### config.mk
export PLATFORM = sky130hd
export DESIGN_NAME = btc_result_fifo
export DESIGN_NICKNAME = d
export VERILOG_FILES = /design/src/rtl/btc_result_fifo.sv
export SDC_FILE = /design/constraint.sdc
export NUM_CORES = 1
export LEC_CHECK = 0
export BUFFER_PORTS_ARGS = -buffer_cell sky130_fd_sc_hd__buf_2
export CAP_MARGIN = 20
export CELL_PAD_IN_SITES_DETAIL_PLACEMENT = 2
export CELL_PAD_IN_SITES_GLOBAL_PLACEMENT = 2
export CORE_ASPECT_RATIO = 1.5
export CORE_MARGIN = 3
export CORE_UTILIZATION = 37
export DETAILED_ROUTE_END_ITERATION = 8
export PLACE_DENSITY = 0.71
export SLEW_MARGIN = 5
export SYNTH_ARGS = -nofsm -noshare
export SYNTH_HDL_FRONTEND = slang
export SYNTH_SLANG_ARGS = --single-unit
### constraint.sdc
create_clock -name clk -period 2.4 [get_ports clk]
set_input_delay 0.36 -clock clk [delete_from_list [all_inputs] [get_ports clk]]
set_output_delay 0.36 -clock clk [all_outputs]
set_load 0.02 [all_outputs]
### src/rtl/btc_result_fifo.sv
// -----------------------------------------------------------------------------
// btc_result_fifo
//
// Collects results from a Bitcoin miner core. Every rising edge of the core's
// "done" level is one completed search. If the core reports a found nonce in
// that cycle, the {job_id, nonce} pair is queued in a small show-ahead FIFO
// for software to drain. Saturating counters track completed searches and
// successful searches. A sticky flag records dropped results. A registered
// interrupt is raised while results are pending or a drop has happened.
//
// Parameters
//   DEPTH        number of result entries (power of two, 2..16)
//   CW           width of the statistics counters
//
// Ports
//   clk          single clock; all state changes on its rising edge
//   arst         asynchronous active-low reset
//   done         miner core done level
//   nonce_found  miner core "nonce found" flag, meaningful while done is high
//   nonce        miner core nonce, meaningful while done is high
//   job_id       tag of the current job
//   pop          discard the head entry (ignored while empty)
//   clr          synchronous clear of FIFO, counters and sticky flag
//   irq_en       interrupt enable
//   head_nonce   nonce of the oldest entry (show-ahead, don't-care when empty)
//   head_job     job_id of the oldest entry
//   count        number of stored entries
//   empty, full  count == 0, count == DEPTH
//   overflow     sticky: a result was dropped because the FIFO was full
//   jobs_done    completed searches (saturating)
//   found_total  searches that found a nonce (saturating)
//   irq          registered interrupt
// -----------------------------------------------------------------------------
module btc_result_fifo #(
    parameter int DEPTH = 4,
    parameter int CW    = 16
) (
    input  logic                       clk,
    input  logic                       arst,
    input  logic                       done,
    input  logic                       nonce_found,
    input  logic [31:0]                nonce,
    input  logic [7:0]                 job_id,
    input  logic                       pop,
    input  logic                       clr,
    input  logic                       irq_en,
    output logic [31:0]                head_nonce,
    output logic [7:0]                 head_job,
    output logic [$clog2(DEPTH):0]     count,
    output logic                       empty,
    output logic                       full,
    output logic                       overflow,
    output logic [CW-1:0]              jobs_done,
    output logic [CW-1:0]              found_total,
    output logic                       irq
);

    localparam int AW   = $clog2(DEPTH);
    localparam int CNTW = AW + 1;

    // -------------------------------------------------------------------------
    // State registers
    // -------------------------------------------------------------------------
    logic            done_d_reg;
    logic [AW-1:0]   wr_ptr_reg,      wr_ptr_next;
    logic [AW-1:0]   rd_ptr_reg,      rd_ptr_next;
    logic [CNTW-1:0] count_reg,       count_next;
    logic            overflow_reg,    overflow_next;
    logic [CW-1:0]   jobs_done_reg,   jobs_done_next;
    logic [CW-1:0]   found_total_reg, found_total_next;
    logic            irq_reg,         irq_next;

    // Result storage: {job_id, nonce} per entry; contents only matter
    // between an accepted push and the pop that retires it, so no reset.
    logic [39:0]     mem [DEPTH];

    // -------------------------------------------------------------------------
    // Event qualification
    // -------------------------------------------------------------------------
    logic completion_evt;
    logic push_req;
    logic push_ok;
    logic pop_ok;
    logic empty_now;
    logic full_now;
    logic wr_en;

    assign empty_now      = (count_reg == '0);
    assign full_now       = (count_reg == CNTW'(DEPTH));

    // One event per rising edge of done, no matter how long done stays high.
    assign completion_evt = done & ~done_d_reg;
    assign push_req       = completion_evt & nonce_found;

    // A pop on an empty FIFO is a no-op; this also makes push+pop on empty
    // behave as a plain push.
    assign pop_ok         = pop & ~empty_now;

    // When full, a push only fits if the head is retired in the same cycle.
    assign push_ok        = push_req & (~full_now | pop_ok);

    // Storage is written only for pushes that are actually accepted.
    assign wr_en          = push_ok & ~clr;

    // -------------------------------------------------------------------------
    // Next-state logic
    // -------------------------------------------------------------------------
    always_comb begin
        wr_ptr_next      = wr_ptr_reg;
        rd_ptr_next      = rd_ptr_reg;
        count_next       = count_reg;
        overflow_next    = overflow_reg;
        jobs_done_next   = jobs_done_reg;
        found_total_next = found_total_reg;

        if (clr) begin
            wr_ptr_next      = '0;
            rd_ptr_next      = '0;
            count_next       = '0;
            overflow_next    = 1'b0;
            jobs_done_next   = '0;
            found_total_next = '0;
        end else begin
            // Pointers are AW bits wide, so +1 wraps modulo DEPTH.
            if (push_ok) begin
                wr_ptr_next = wr_ptr_reg + AW'(1);
            end
            if (pop_ok) begin
                rd_ptr_next = rd_ptr_reg + AW'(1);
            end
            count_next = count_reg + CNTW'(push_ok) - CNTW'(pop_ok);

            // A found result that does not fit is dropped and remembered.
            if (push_req && !push_ok) begin
                overflow_next = 1'b1;
            end

            // Saturating statistics: hold at all-ones instead of wrapping.
            if (completion_evt && (jobs_done_reg != '1)) begin
                jobs_done_next = jobs_done_reg + CW'(1);
            end
            if (push_req && (found_total_reg != '1)) begin
                found_total_next = found_total_reg + CW'(1);
            end
        end

        // Interrupt follows the state the FIFO is about to enter, so it
        // changes on the same edge as count/overflow.
        irq_next = irq_en & ((count_next != '0) | overflow_next);
    end

    // -------------------------------------------------------------------------
    // Control and status registers
    // -------------------------------------------------------------------------
    always_ff @(posedge clk or negedge arst) begin
        if (!arst) begin
            done_d_reg      <= 1'b0;
            wr_ptr_reg      <= '0;
            rd_ptr_reg      <= '0;
            count_reg       <= '0;
            overflow_reg    <= 1'b0;
            jobs_done_reg   <= '0;
            found_total_reg <= '0;
            irq_reg         <= 1'b0;
        end else begin
            // done_d keeps tracking done through clr, so a clear issued while
            // done is held high does not fabricate a new event afterwards.
            done_d_reg      <= done;
            wr_ptr_reg      <= wr_ptr_next;
            rd_ptr_reg      <= rd_ptr_next;
            count_reg       <= count_next;
            overflow_reg    <= overflow_next;
            jobs_done_reg   <= jobs_done_next;
            found_total_reg <= found_total_next;
            irq_reg         <= irq_next;
        end
    end

    // -------------------------------------------------------------------------
    // Storage array
    // -------------------------------------------------------------------------
    always_ff @(posedge clk) begin
        if (wr_en) begin
            mem[wr_ptr_reg] <= {job_id, nonce};
        end
    end

    // -------------------------------------------------------------------------
    // Outputs
    // -------------------------------------------------------------------------
    // Show-ahead read: head is a straight combinational read at rd_ptr.
    assign head_nonce  = mem[rd_ptr_reg][31:0];
    assign head_job    = mem[rd_ptr_reg][39:32];
    assign count       = count_reg;
    assign empty       = empty_now;
    assign full        = full_now;
    assign overflow    = overflow_reg;
    assign jobs_done   = jobs_done_reg;
    assign found_total = found_total_reg;
    assign irq         = irq_reg;

endmodule

==> results by group, run 1 <==
Yosys
  • Most area-consuming cells after synthesis: edfxtp_1 (60%), dfrtp_1 (13%), mux4_2 (11%)
  • Syn Inst Count: ~460
  • Sequential share of the synthesized area: 0.7258
  • Post-synthesis mux area share: 0.1169
  • Post-synthesis adder-cell area fraction: 0.01334
  • Top cell type's share of synthesized area: 0.5955
  • Syn Std Cell Area: about 8000 um2
  • Post-synth EDFFs: 160
  • Warnings, synthesis: 0
  • Flops & latches, synth: between 200 and 250
  • Complex-gate fraction of the synthesized area: 0.04498
  • Top post-synthesis cells by count: edfxtp_1 (160), dfrtp_1 (42), mux4_2 (40)
  • Synth Area in XOR/XNOR: 0.005428
  • Distinct cells, synth: 46
  • Async SR Flop Fraction: 0.2079
  • Synth Flop Type: edfxtp_1
  • Post-Synth Simple-Gate Area: 0.07971
  • Syn_nets: between 500 and 600
  • Post-synthesis average cell area: about 18 um2
  • Count leader, synth: edfxtp_1
  • Leading area contributor after synthesis: edfxtp_1
  • Combinational family with the most area after synthesis: multiplexers

Timing
  • Fin. Hold Viols: 0
  • Highest Clock Rate: ~420 MHz
  • Min Tclk post-route: approximately 2.4 ns
  • RSZ-0062 raised after global routing: true
  • Worst-Margin Slew: roughly 0.64 ns
  • Layout Skew: around 0.012 ns
  • Max Slew Vio Count: 0
  • Fin worst setup slack: -0.0009488 ns
  • Period utilization: 1.000
  • Final setup fails: 1
  • Slew HR: 0.5682

Finish
  • Final nets: about 670
  • N_diodes: 0
  • Area Overhead vs Synth: 23.43%
  • Share of cells above drive strength 1: 0.3798
  • Layout Cell Area excl Fill: approximately 10000 um2
  • Max reg flops: 160
  • Final non-filler cell total: about 890

Setup path
  • Crit Path Max Fanout: 3
  • WP data required: 2.76 ns
  • CP Capture Type: register
  • Critical path arrival: between 2 and 3 ns
  • Critical path class: reg -> reg
  • CP Launch Type: register

Run
  • Maxcap violations: 0

Placement
  • Post-DP Area: 9235 um2
  • Buffers added on ports: about 130
  • Dpl cells: 851
  • Dpl hpwl: 14190 um
  • Placer Congestion: approximately 0.76

Drt
  • Highest Signal Layer: met4
  • 1st-iter DRT viols: around 270
  • Post-Route WL: about 22000 um
  • Via-to-Cell Ratio: ~5.5
  • Met3 routed WL: slightly below 900 um
  • Final routed DRC violation total: 0
  • Via Count: 4871
  • DR WL met2: about 13000 um
  • Wire length per cell: 25.16 um
  • Number of routed nets with antenna violations: 0
  • First drt pass iteration count: 6
  • Metal-1 WL: around 8700 um

Global route
  • Gr ovfl total: 0
  • Global-route wire length before repair: roughly 35000 um
  • Number of global-route vias before repair: 5550
  • Initial antenna violation count: 0
  • Total Routing Usage GR: 0.1910
  • Largest net degree at the start of global routing: between 40 and 50

Floorplan
  • Chip width: approximately 130 um
  • # rows: 65
  • Chip height: 186.9 um
  • Starting density of the core: 0.3801
  • # IOs: between 100 and 150
  • Die area: 23650 um2
  • CORE AREA: 21230 um2

Clock tree
  • CTS tree: done
  • Clock-pin slew on the worst setup and hold paths: approximately 0.06 ns
  • CTS Buf Count: 21
  • Root Driver: clkbuf_16
  • Worst skew pair latency: between 0.4 and 0.5 ns
  • Clk buf depth: 3
  • CTS Sinks: a little over 200
  • H-tree depth: 1

Pwr
  • P_leak: 3.573 nW
  • Pwr Total: 9.132 mW
  • VDD IR max: approximately 540 uV
  • Power per Cell Area: approximately 920 nW/um2

Run status
  • Outcome: finished with violations
  • Violated checks: setup timing

Min path
  • Hold Crit Class: in -> reg
## final cells by class
class / instances / area (um2)
clock buffers: 31 / 573.1
clock inverters: 6 / 81.33
fillers: 1986 / 11270
inverters: 8 / 30.03
multi-input cells: 225 / 2160
flip-flops and latches: 202 / 5861
well taps: 268 / 335.3
repair buffers: 152 / 918.4
## metrics by stage
| stage | hold slack (ns) | setup slack, ns | utilization | setup TNS, ns |
|---|---|---|---|---|
| 3_5_place_dp | 0.4256 | -0.1384 | 0.4351 | -0.1384 |
| 5_1_grt | 0.04677 | -0.1205 | 0.4691 | -0.1205 |
| 4_1_cts | 0.03624 | -0.01990 | 0.4687 | -0.01990 |
| 6_report | 0.06543 | -0.0009488 | 0.4691 | -0.0009488 |
| 3_3_place_gp | 0.4243 | 0.05114 | 0.4351 | 0 |
| 2_1_floorplan | 0.06441 | -0.01057 | - | -0.01057 |
## layer usage
metal	GRT usage	vias to the layer above
met5	0	-
met2	0.3579	121
li1	-	2155
met1	0.2333	2574
met3	0.02800	21
met4	0.03509	0
## cell families after synthesis
family,count (synthesis)
buffers and inverters,28
adder cells (fa/ha/maj),8
flip-flops,202
AO/OA/AOI/OAI,59
AND/OR/NAND/NOR,109
XOR/XNOR,5
multiplexers,44
## worst paths after layout
kind | slack [ns] | cells past startpoint | endpoint | start
setup / recovery | -0.0009 | 10 | irq | count[1]
hold / removal | 0.07 | 1 | done_d_reg | done
setup reg to reg | -0.0009 | 10 | irq | count[1]
hold reg to reg | 0.58 | 2 | overflow | overflow
max in group asynchronous | 1.37 | 3 | count[0] | arst
min in group asynchronous | 0.42 | 2 | jobs_done[13] | arst
## worst max-delay path: stages (launching register included)
cell     delay, ns
dfrtp_2       0.43
nor4b_4       0.33
nor2_2        0.08
mux2_4        0.31
ha_4          0.17
inv_2         0.05
fa_2          0.20
xor2_2        0.17
and2_4        0.16
nor3_2        0.04
o41a_1        0.33
## timing repair
action | in CTS | in global routing
hold buffers | 1 | 0
hold endpoints to repair | 23 | 0
buffers inserted | 3 | 0
setup endpoints to repair | 3 | 1
pin swaps | 6 | 3
resized for setup | 7 | 2
## report_power, final
part	switching (mW)	total (mW)	internal [mW]
combinational	1.08	2.01	0.929
sequential	0.0931	3.95	3.86
clock	1.31	3.17	1.87
## cells in the final DEF, fill, tap and decap left out, types with 6 or more instances in the layout
cell type  count
buf_4         19
a21oi_1       25
or3_1         12
ha_1           6
dfrtp_1       38
nand3_1        7
o31ai_1       11
o21ai_1        8
mux4_2        40
or4_1         13
inv_1          7
buf_2        125
buf_12         7
clkbuf_16     21
nand4_1        9
nor2_1        12
edfxtp_1     160
clkbuf_1       9
nand2_1       19
No activity file was read; power rests on OpenSTA's default activity.
==> run 2, diff against run 1 <==
--- a/config.mk
+++ b/config.mk
@@ -10,7 +10,7 @@
 export CELL_PAD_IN_SITES_DETAIL_PLACEMENT = 2
 export CELL_PAD_IN_SITES_GLOBAL_PLACEMENT = 2
 export CORE_ASPECT_RATIO = 1.5
-export CORE_MARGIN = 3
+export CORE_MARGIN = 8
 export CORE_UTILIZATION = 37
 export DETAILED_ROUTE_END_ITERATION = 8
 export PLACE_DENSITY = 0.71
==> run 2 against run 1 <==
Effect of this change: the flow still finishes with violations (setup timing); critical path depth down 1; final area up 0.62%; utilization decreased by 0.43 points; total power up 1.7%; sequential share of layout area is 0.35 points lower; sequential power about the same; first-iteration DRC count fell by 21%; die area grew 14%; fmax down 1.1%; clock-buffer cell count shrank 2.
==> results by group, run 2 (synthesis gave the netlist of run 1 again) <==
Drt
  • Via-to-Cell Ratio: 5.338 (was 5.461)
  • Met3 routed WL: 977 um (was 889 um)
  • Metal-1 WL: 8693 um (was 8694 um)
  • Wire length per cell: 23.83 um (was 25.16 um)
  • Final routed DRC violation total: 0 (unchanged)
  • Via Count: 4788 (was 4871)
  • 1st-iter DRT viols: 210 (was 265)
  • Post-Route WL: 21370 um (was 22440 um)
  • First drt pass iteration count: 4 (was 6)
  • DR WL met2: 11380 um (was 12600 um)
  • Number of routed nets with antenna violations: 0 (unchanged)
  • Highest Signal Layer: met5 (was met4)

Global route
  • Total Routing Usage GR: 0.1582 (was 0.1910)
  • Largest net degree at the start of global routing: 41 (unchanged)
  • Number of global-route vias before repair: 5495 (was 5550)
  • Gr ovfl total: 0 (unchanged)
  • Initial antenna violation count: 1 (was 0)
  • Global-route wire length before repair: 32640 um (was 35090 um)

Finish
  • Multi-input gate area: 2150 um2 (was 2160 um2)
  • Final nets: 665 (unchanged)
  • Final non-filler cell total: 897 (was 892)
  • Fillers: 2010 (was 1986)
  • Share of cells above drive strength 1: 0.3792 (was 0.3798)
  • N_diodes: 0 (unchanged)
  • Commonest non-fill, non-tap cell in the layout: edfxtp_1 (unchanged)
  • Most frequent cells in the layout: edfxtp_1 (160), buf_2 (125), mux4_2 (40) (unchanged)
  • Max reg flops: 160 (unchanged)
  • Reg area: 5862 um2 (was 5861 um2)
  • Area Overhead vs Synth: 24.19% (was 23.43%)

Clock tree
  • CTS Buf Count: 21 (unchanged)
  • Clk buf depth: 3 (unchanged)
  • CTS Sinks: 202 (unchanged)
  • CTS tree: done (unchanged)
  • Clock-pin slew on the worst setup and hold paths: 0.06 ns (about the same)
  • Root Driver: clkbuf_16 (unchanged)
  • H-tree depth: 1 (unchanged)
  • Worst skew pair latency: 0.49 ns (about the same)

Timing
  • Min Tclk post-route: 2.427 ns (was 2.401 ns)
  • Fin worst setup slack: -0.02739 ns (was -0.0009488 ns)
  • Highest Clock Rate: 412.0 MHz (was 416.5 MHz)
  • Final setup fails: 1 (unchanged)
  • Layout Skew: 0.006435 ns (was 0.01175 ns)
  • Slew HR: 0.5808 (was 0.5682)
  • Max Slew Vio Count: 0 (unchanged)
  • Period utilization: 1.011 (was 1.000)
  • Worst-Margin Slew: 0.6230 ns (was 0.6417 ns)
  • Fin. Hold Viols: 0 (unchanged)
  • RSZ-0062 raised after global routing: true (unchanged)

Floorplan
  • Die area: 26880 um2 (was 23650 um2)
  • Starting density of the core: 0.3743 (was 0.3801)
  • # rows: 66 (was 65)
  • Chip width: 136.6 um (was 126.6 um)
  • # IOs: 126 (unchanged)
  • Chip height: 196.9 um (was 186.9 um)
  • CORE AREA: 21550 um2 (was 21230 um2)

Run status
  • Outcome: finished with violations (unchanged)
  • Violated checks: setup timing (unchanged)

Setup path
  • Worst-case reg-to-reg path depth: 9 (was 10)
  • CP Launch Type: register (unchanged)
  • CP Capture Type: register (unchanged)
  • Critical path class: reg -> reg (unchanged)
  • Critical path arrival: 2.80 ns (was 2.76 ns)
  • Critical path origin: count[1] (unchanged)
  • Crit path to: irq (unchanged)
  • CP cell instances: o31a_1, mux2_4, ha_4, inv_4, fa_2, xor2_2, and2_1, nor3_1, o41a_1 (was nor4b_4, nor2_2, mux2_4, ha_4, inv_2, fa_2, xor2_2, and2_4, nor3_2, o41a_1)
  • WP data required: 2.77 ns (was 2.76 ns)
  • Critical register-to-register path endpoint: irq (unchanged)
  • Crit Path Max Fanout: 4 (was 3)
  • Crit-path slowest cell: dfrtp_2 (unchanged)
  • Worst r2r src: count[1] (unchanged)
  • Slowest cell delay on critical path: 0.44 ns (was 0.43 ns)
  • Reg2reg setup slack: -0.03 ns (was -0.0009 ns)

Pwr
  • P_leak: 3.603 nW (was 3.573 nW)
  • Power per Cell Area: 926.8 nW/um2 (was 917.1 nW/um2)
  • VDD IR max: 433.8 uV (was 544.4 uV)

Placement
  • Placer Congestion: 0.7462 (was 0.7576)
  • Buffers added on ports: 125 (unchanged)
  • Dpl cells: 853 (was 851)
  • Pre-CTS WS: -0.1456 ns (was -0.1384 ns)
  • Dpl hpwl: 14530 um (was 14190 um)

Min path
  • Hold Crit Class: in -> reg (unchanged)

Run
  • Maxcap violations: 0 (unchanged)
==> run 2: changes by cell type in the layout (fill, tap and decap cells not counted), moves of 2 or more <==
cell	before	now
bufinv_16	2	4
and2_4	2	0
and2_1	0	2
clkbuf_1	9	7
==> run 2: cell type report <==
class | count | share of cell area
tap | 272 | 0.03397
sequential | 202 | 0.5850
timing repair buffer | 152 | 0.09216
multi-input combinational | 225 | 0.2145
clock inverter | 9 | 0.01461
inverter | 8 | 0.003247
clock buffer | 29 | 0.05644
==> run 2: layer usage <==
metal  track usage  vias to the layer above
met2        0.2877                      112
met3       0.02905                       28
met1        0.1871                     2490
met4       0.03716                        2
li1              -                     2156
met5             0                        -
==> run 2: through the flow <==
stage	power (mW)	hold slack [ns]	instance area, um2	utilization	setup TNS [ns]
after CTS	9.356	0.06465	9992	0.4636	-0.02423
after floorplan	5.198	0.06441	8093	-	-0.01057
final	9.286	0.08469	10020	0.4649	-0.02739
after global placement	5.805	0.3711	9213	0.4274	0
after global routing	9.636	0.07118	10020	0.4649	-0.09757
after detailed placement	5.880	0.3762	9213	0.4274	-0.1456
==> run 2: worst min-delay path by stage <==
stage | cells past startpoint | end | slack (ns) | from
6_report | 1 | mem[1][24] | 0.08 | nonce[24]
5_1_grt | 1 | mem[2][21] | 0.07 | nonce[21]
4_1_cts | 1 | mem[1][24] | 0.06 | nonce[24]
3_5_place_dp | 1 | jobs_done[15] | 0.38 | arst
3_3_place_gp | 1 | jobs_done[15] | 0.37 | arst
2_1_floorplan | 0 | count[0] | 0.06 | arst
==> run 2: power by group <==
part           leakage (nW)  internal [mW]  total, mW  switching [mW]
clock network         0.346           2.08       3.37            1.29
registers              2.01           3.86       3.94          0.0839
logic                  1.24          0.900       1.97            1.07
==> run 2: timing repair <==
action | in CTS | in global routing
pin swaps | 6 | 1
resized for setup | 7 | 1
cloned | 0 | 1
endpoints found under the hold margin | 19 | 0
hold buffers | 1 | 0
endpoints found under the setup margin | 1 | 3
buffers inserted | 4 | 0
==> run 2: critical path: cells and delay by family (launching register included) <==
family / cells / cell delay [ns]
xor+xnor: 1 / 0.18
buf+inv: 1 / 0.04
fa+ha+maj: 2 / 0.54
compound gates: 2 / 0.66
mux: 1 / 0.23
simple gates: 2 / 0.21
flops: 1 / 0.44
==> run 3, diff against run 2 <==
--- a/config.mk
+++ b/config.mk
@@ -14,6 +14,7 @@
 export CORE_UTILIZATION = 37
 export DETAILED_ROUTE_END_ITERATION = 8
 export PLACE_DENSITY = 0.71
+export RECOVER_POWER = 100
 export SLEW_MARGIN = 5
 export SYNTH_ARGS = -nofsm -noshare
 export SYNTH_HDL_FRONTEND = slang
==> run 3 against run 2 <==
Effect of this change: first-iteration DRC count grew 0.48%; utilization shrank 0.34 points; fmax grew 0.34%; routed wire length shrank 0.28%; worst setup slack gained 0.0082 ns; the flow still finishes with violations (setup timing); global-route usage is the same; non-clock buffer count is the same.
==> results by group, run 3 (synthesis gave the netlist of run 1 again) <==
Setup path
  • Critical path arrival: 2.79 ns (was 2.80 ns)
  • Reg2reg setup slack: -0.02 ns (was -0.03 ns)
  • Critical path class: reg -> reg (unchanged)
  • CP top delay family: compound AO/OA/AOI/OAI gates (unchanged)
  • Slowest cell delay on critical path: 0.44 ns (about the same)
  • WP data required: 2.77 ns (about the same)
  • WP buf/inv: 1 (unchanged)
  • CP Launch Type: register (unchanged)
  • Worst r2r src: count[1] (unchanged)
  • CP Capture Type: register (unchanged)
  • Critical path origin: count[1] (unchanged)
  • CP cell instances: o31a_1, mux2_4, ha_4, inv_4, fa_2, xor2_2, and2_1, nor3_1, o41a_1 (unchanged)
  • Crit-path slowest cell: dfrtp_2 (unchanged)
  • Crit Path Max Fanout: 4 (unchanged)

Finish
  • N_diodes: 0 (unchanged)
  • Layout Cell Area excl Fill: 9946 um2 (was 10020 um2)
  • Final nets: 665 (unchanged)
  • Max reg flops: 160 (unchanged)
  • Most frequent cells in the layout: edfxtp_1 (160), buf_2 (78), clkbuf_1 (58) (was edfxtp_1 (160), buf_2 (125), mux4_2 (40))
  • Area Overhead vs Synth: 23.28% (was 24.19%)
  • Fillers: 2036 (was 2010)
  • Share of cells above drive strength 1: 0.2976 (was 0.3792)
  • Commonest non-fill, non-tap cell in the layout: edfxtp_1 (unchanged)

Clock tree
  • CTS Sinks: 202 (unchanged)
  • Worst skew pair latency: 0.49 ns (about the same)
  • Clk buf depth: 3 (unchanged)
  • H-tree depth: 1 (unchanged)
  • Clock-pin slew on the worst setup and hold paths: 0.06 ns (about the same)
  • CTS Buf Count: 21 (unchanged)
  • Root Driver: clkbuf_16 (unchanged)
  • CTS tree: done (unchanged)

Floorplan
  • Die area: 26880 um2 (unchanged)
  • Chip height: 196.9 um (unchanged)
  • # IOs: 126 (unchanged)
  • # rows: 66 (unchanged)
  • Starting density of the core: 0.3743 (unchanged)
  • CORE AREA: 21550 um2 (unchanged)
  • Chip width: 136.6 um (unchanged)

Global route
  • Number of global-route vias before repair: 5495 (unchanged)
  • Largest net degree at the start of global routing: 41 (unchanged)
  • Total Routing Usage GR: 0.1582 (unchanged)
  • Initial antenna violation count: 1 (unchanged)
  • Global-route wire length before repair: 32640 um (unchanged)
  • Gr ovfl total: 0 (unchanged)

Timing
  • Period utilization: 1.008 (was 1.011)
  • Slew HR: 0.1231 (was 0.5808)
  • Fin. Hold Viols: 0 (unchanged)
  • Setup TNS: -0.01918 ns (was -0.02739 ns)
  • Layout Skew: 0.006234 ns (was 0.006435 ns)
  • Highest Clock Rate: 413.4 MHz (was 412.0 MHz)
  • RSZ-0062 raised after global routing: true (unchanged)
  • Final setup fails: 1 (unchanged)
  • Worst-Margin Slew: 1.315 ns (was 0.6230 ns)
  • Max Slew Vio Count: 0 (unchanged)
  • Fin worst setup slack: -0.01918 ns (was -0.02739 ns)
  • Min Tclk post-route: 2.419 ns (was 2.427 ns)

Pwr
  • Power per Cell Area: 931.7 nW/um2 (was 926.8 nW/um2)
  • Combinational share of power: 0.210 (was 0.212)
  • P_leak: 3.449 nW (was 3.603 nW)
  • Clock network fraction of design power: 0.364 (was 0.363)
  • Net Switching: 2.446 mW (about the same)
  • Power Internal: 6.820 mW (was 6.840 mW)
  • Switching share of power: 0.2640 (was 0.2634)
  • VDD IR max: 433.1 uV (was 433.8 uV)
  • Sequential power share: 0.426 (was 0.425)

Drt
  • Via Count: 4804 (was 4788)
  • Via-to-Cell Ratio: 5.356 (was 5.338)
  • Wire length per cell: 23.76 um (was 23.83 um)
  • Number of routed nets with antenna violations: 0 (unchanged)
  • 1st-iter DRT viols: 211 (was 210)
  • First drt pass iteration count: 4 (unchanged)
  • Post-Route WL: 21310 um (was 21370 um)
  • Final routed DRC violation total: 0 (unchanged)

Run status
  • Violated checks: setup timing (unchanged)
  • Outcome: finished with violations (unchanged)

Placement
  • Placer Congestion: 0.7462 (unchanged)
  • Buffers added on ports: 125 (unchanged)
  • Post-DP Area: 9213 um2 (unchanged)
  • Dpl hpwl: 14530 um (unchanged)

Min path
  • Worst hold path startpoint: irq_en (was nonce[24])
  • Hold Crit Class: in -> reg (unchanged)

Run
  • Maxcap violations: 0 (unchanged)
==> run 3: changes by cell type in the layout (fill, tap and decap cells not counted), sizes merged <==
cell | previous run | this run
buf | 150 | 99
clkbuf | 30 | 81
==> run 3: per-layer routing <==
| metal | wire length (um) | part of all wire | vias up | track usage |
|---|---|---|---|---|
| met5 | 8 | 0.00038 | - | 0 |
| met4 | 309 | 0.014 | 2 | 0.03716 |
| met3 | 1087 | 0.051 | 28 | 0.02905 |
| met2 | 11410 | 0.54 | 105 | 0.2877 |
| met1 | 8496 | 0.40 | 2509 | 0.1871 |
| li1 | - | - | 2160 | - |
==> run 3: final cells by class <==
cell class	instances	area (um2)	area share
Tap cell	272	340.3	0.03422
Sequential cell	202	5862	0.5894
Clock inverter	9	146.4	0.01472
Clock buffer	29	565.5	0.05686
Timing Repair Buffer	152	849.6	0.08542
Multi-Input combinational cell	225	2150	0.2161
Inverter	8	32.53	0.003271
==> run 3: final timing paths <==
| path | to | cells past startpoint |
|---|---|---|
| setup / recovery | irq | 9 |
| hold / removal | irq | 2 |
| setup reg to reg | irq | 9 |
| hold reg to reg | jobs_done[1] | 2 |
| max in group asynchronous | found_total[6] | 3 |
| min in group asynchronous | jobs_done[15] | 2 |
==> run 3: worst reg2reg max path: stages (launching register included) <==
cell,delay (ns)
dfrtp_2,0.44
o31a_1,0.33
mux2_4,0.23
ha_4,0.15
inv_4,0.04
fa_2,0.39
xor2_2,0.18
and2_1,0.15
nor3_1,0.06
o41a_1,0.33
==> run 3: power by group through the flow <==
stage | Combinational [mW] | Clock, mW | Sequential, mW
2_1_floorplan | 1.17 | 0 | 4.02
3_3_place_gp | 1.81 | 0 | 4.00
3_5_place_dp | 1.87 | 0 | 4.01
4_1_cts | 1.97 | 3.45 | 3.93
5_1_grt | 2.10 | 3.56 | 3.95
6_report | 1.95 | 3.37 | 3.94
==> run 3: repair_timing <==
item	in CTS	in global routing
buffers inserted	4	0
gates resized for setup	7	1
endpoints found under the hold margin	19	0
pin swaps	6	1
gates cloned	0	1
endpoints found under the setup margin	1	3
hold buffers	1	0
==> run 3: stage by stage <==
step                instances  hold slack [ns]  setup slack (ns)  total power [mW]    util
floorplan                 455          0.06441          -0.01057             5.198       -
global placement          853           0.3711           0.03759             5.805  0.4274
detailed placement        853           0.3762           -0.1456             5.880  0.4274
CTS                       896          0.06465          -0.02423             9.356  0.4636
global route              897           0.1072          -0.09756             9.615  0.4615
finish                    897           0.1082          -0.01918             9.266  0.4615
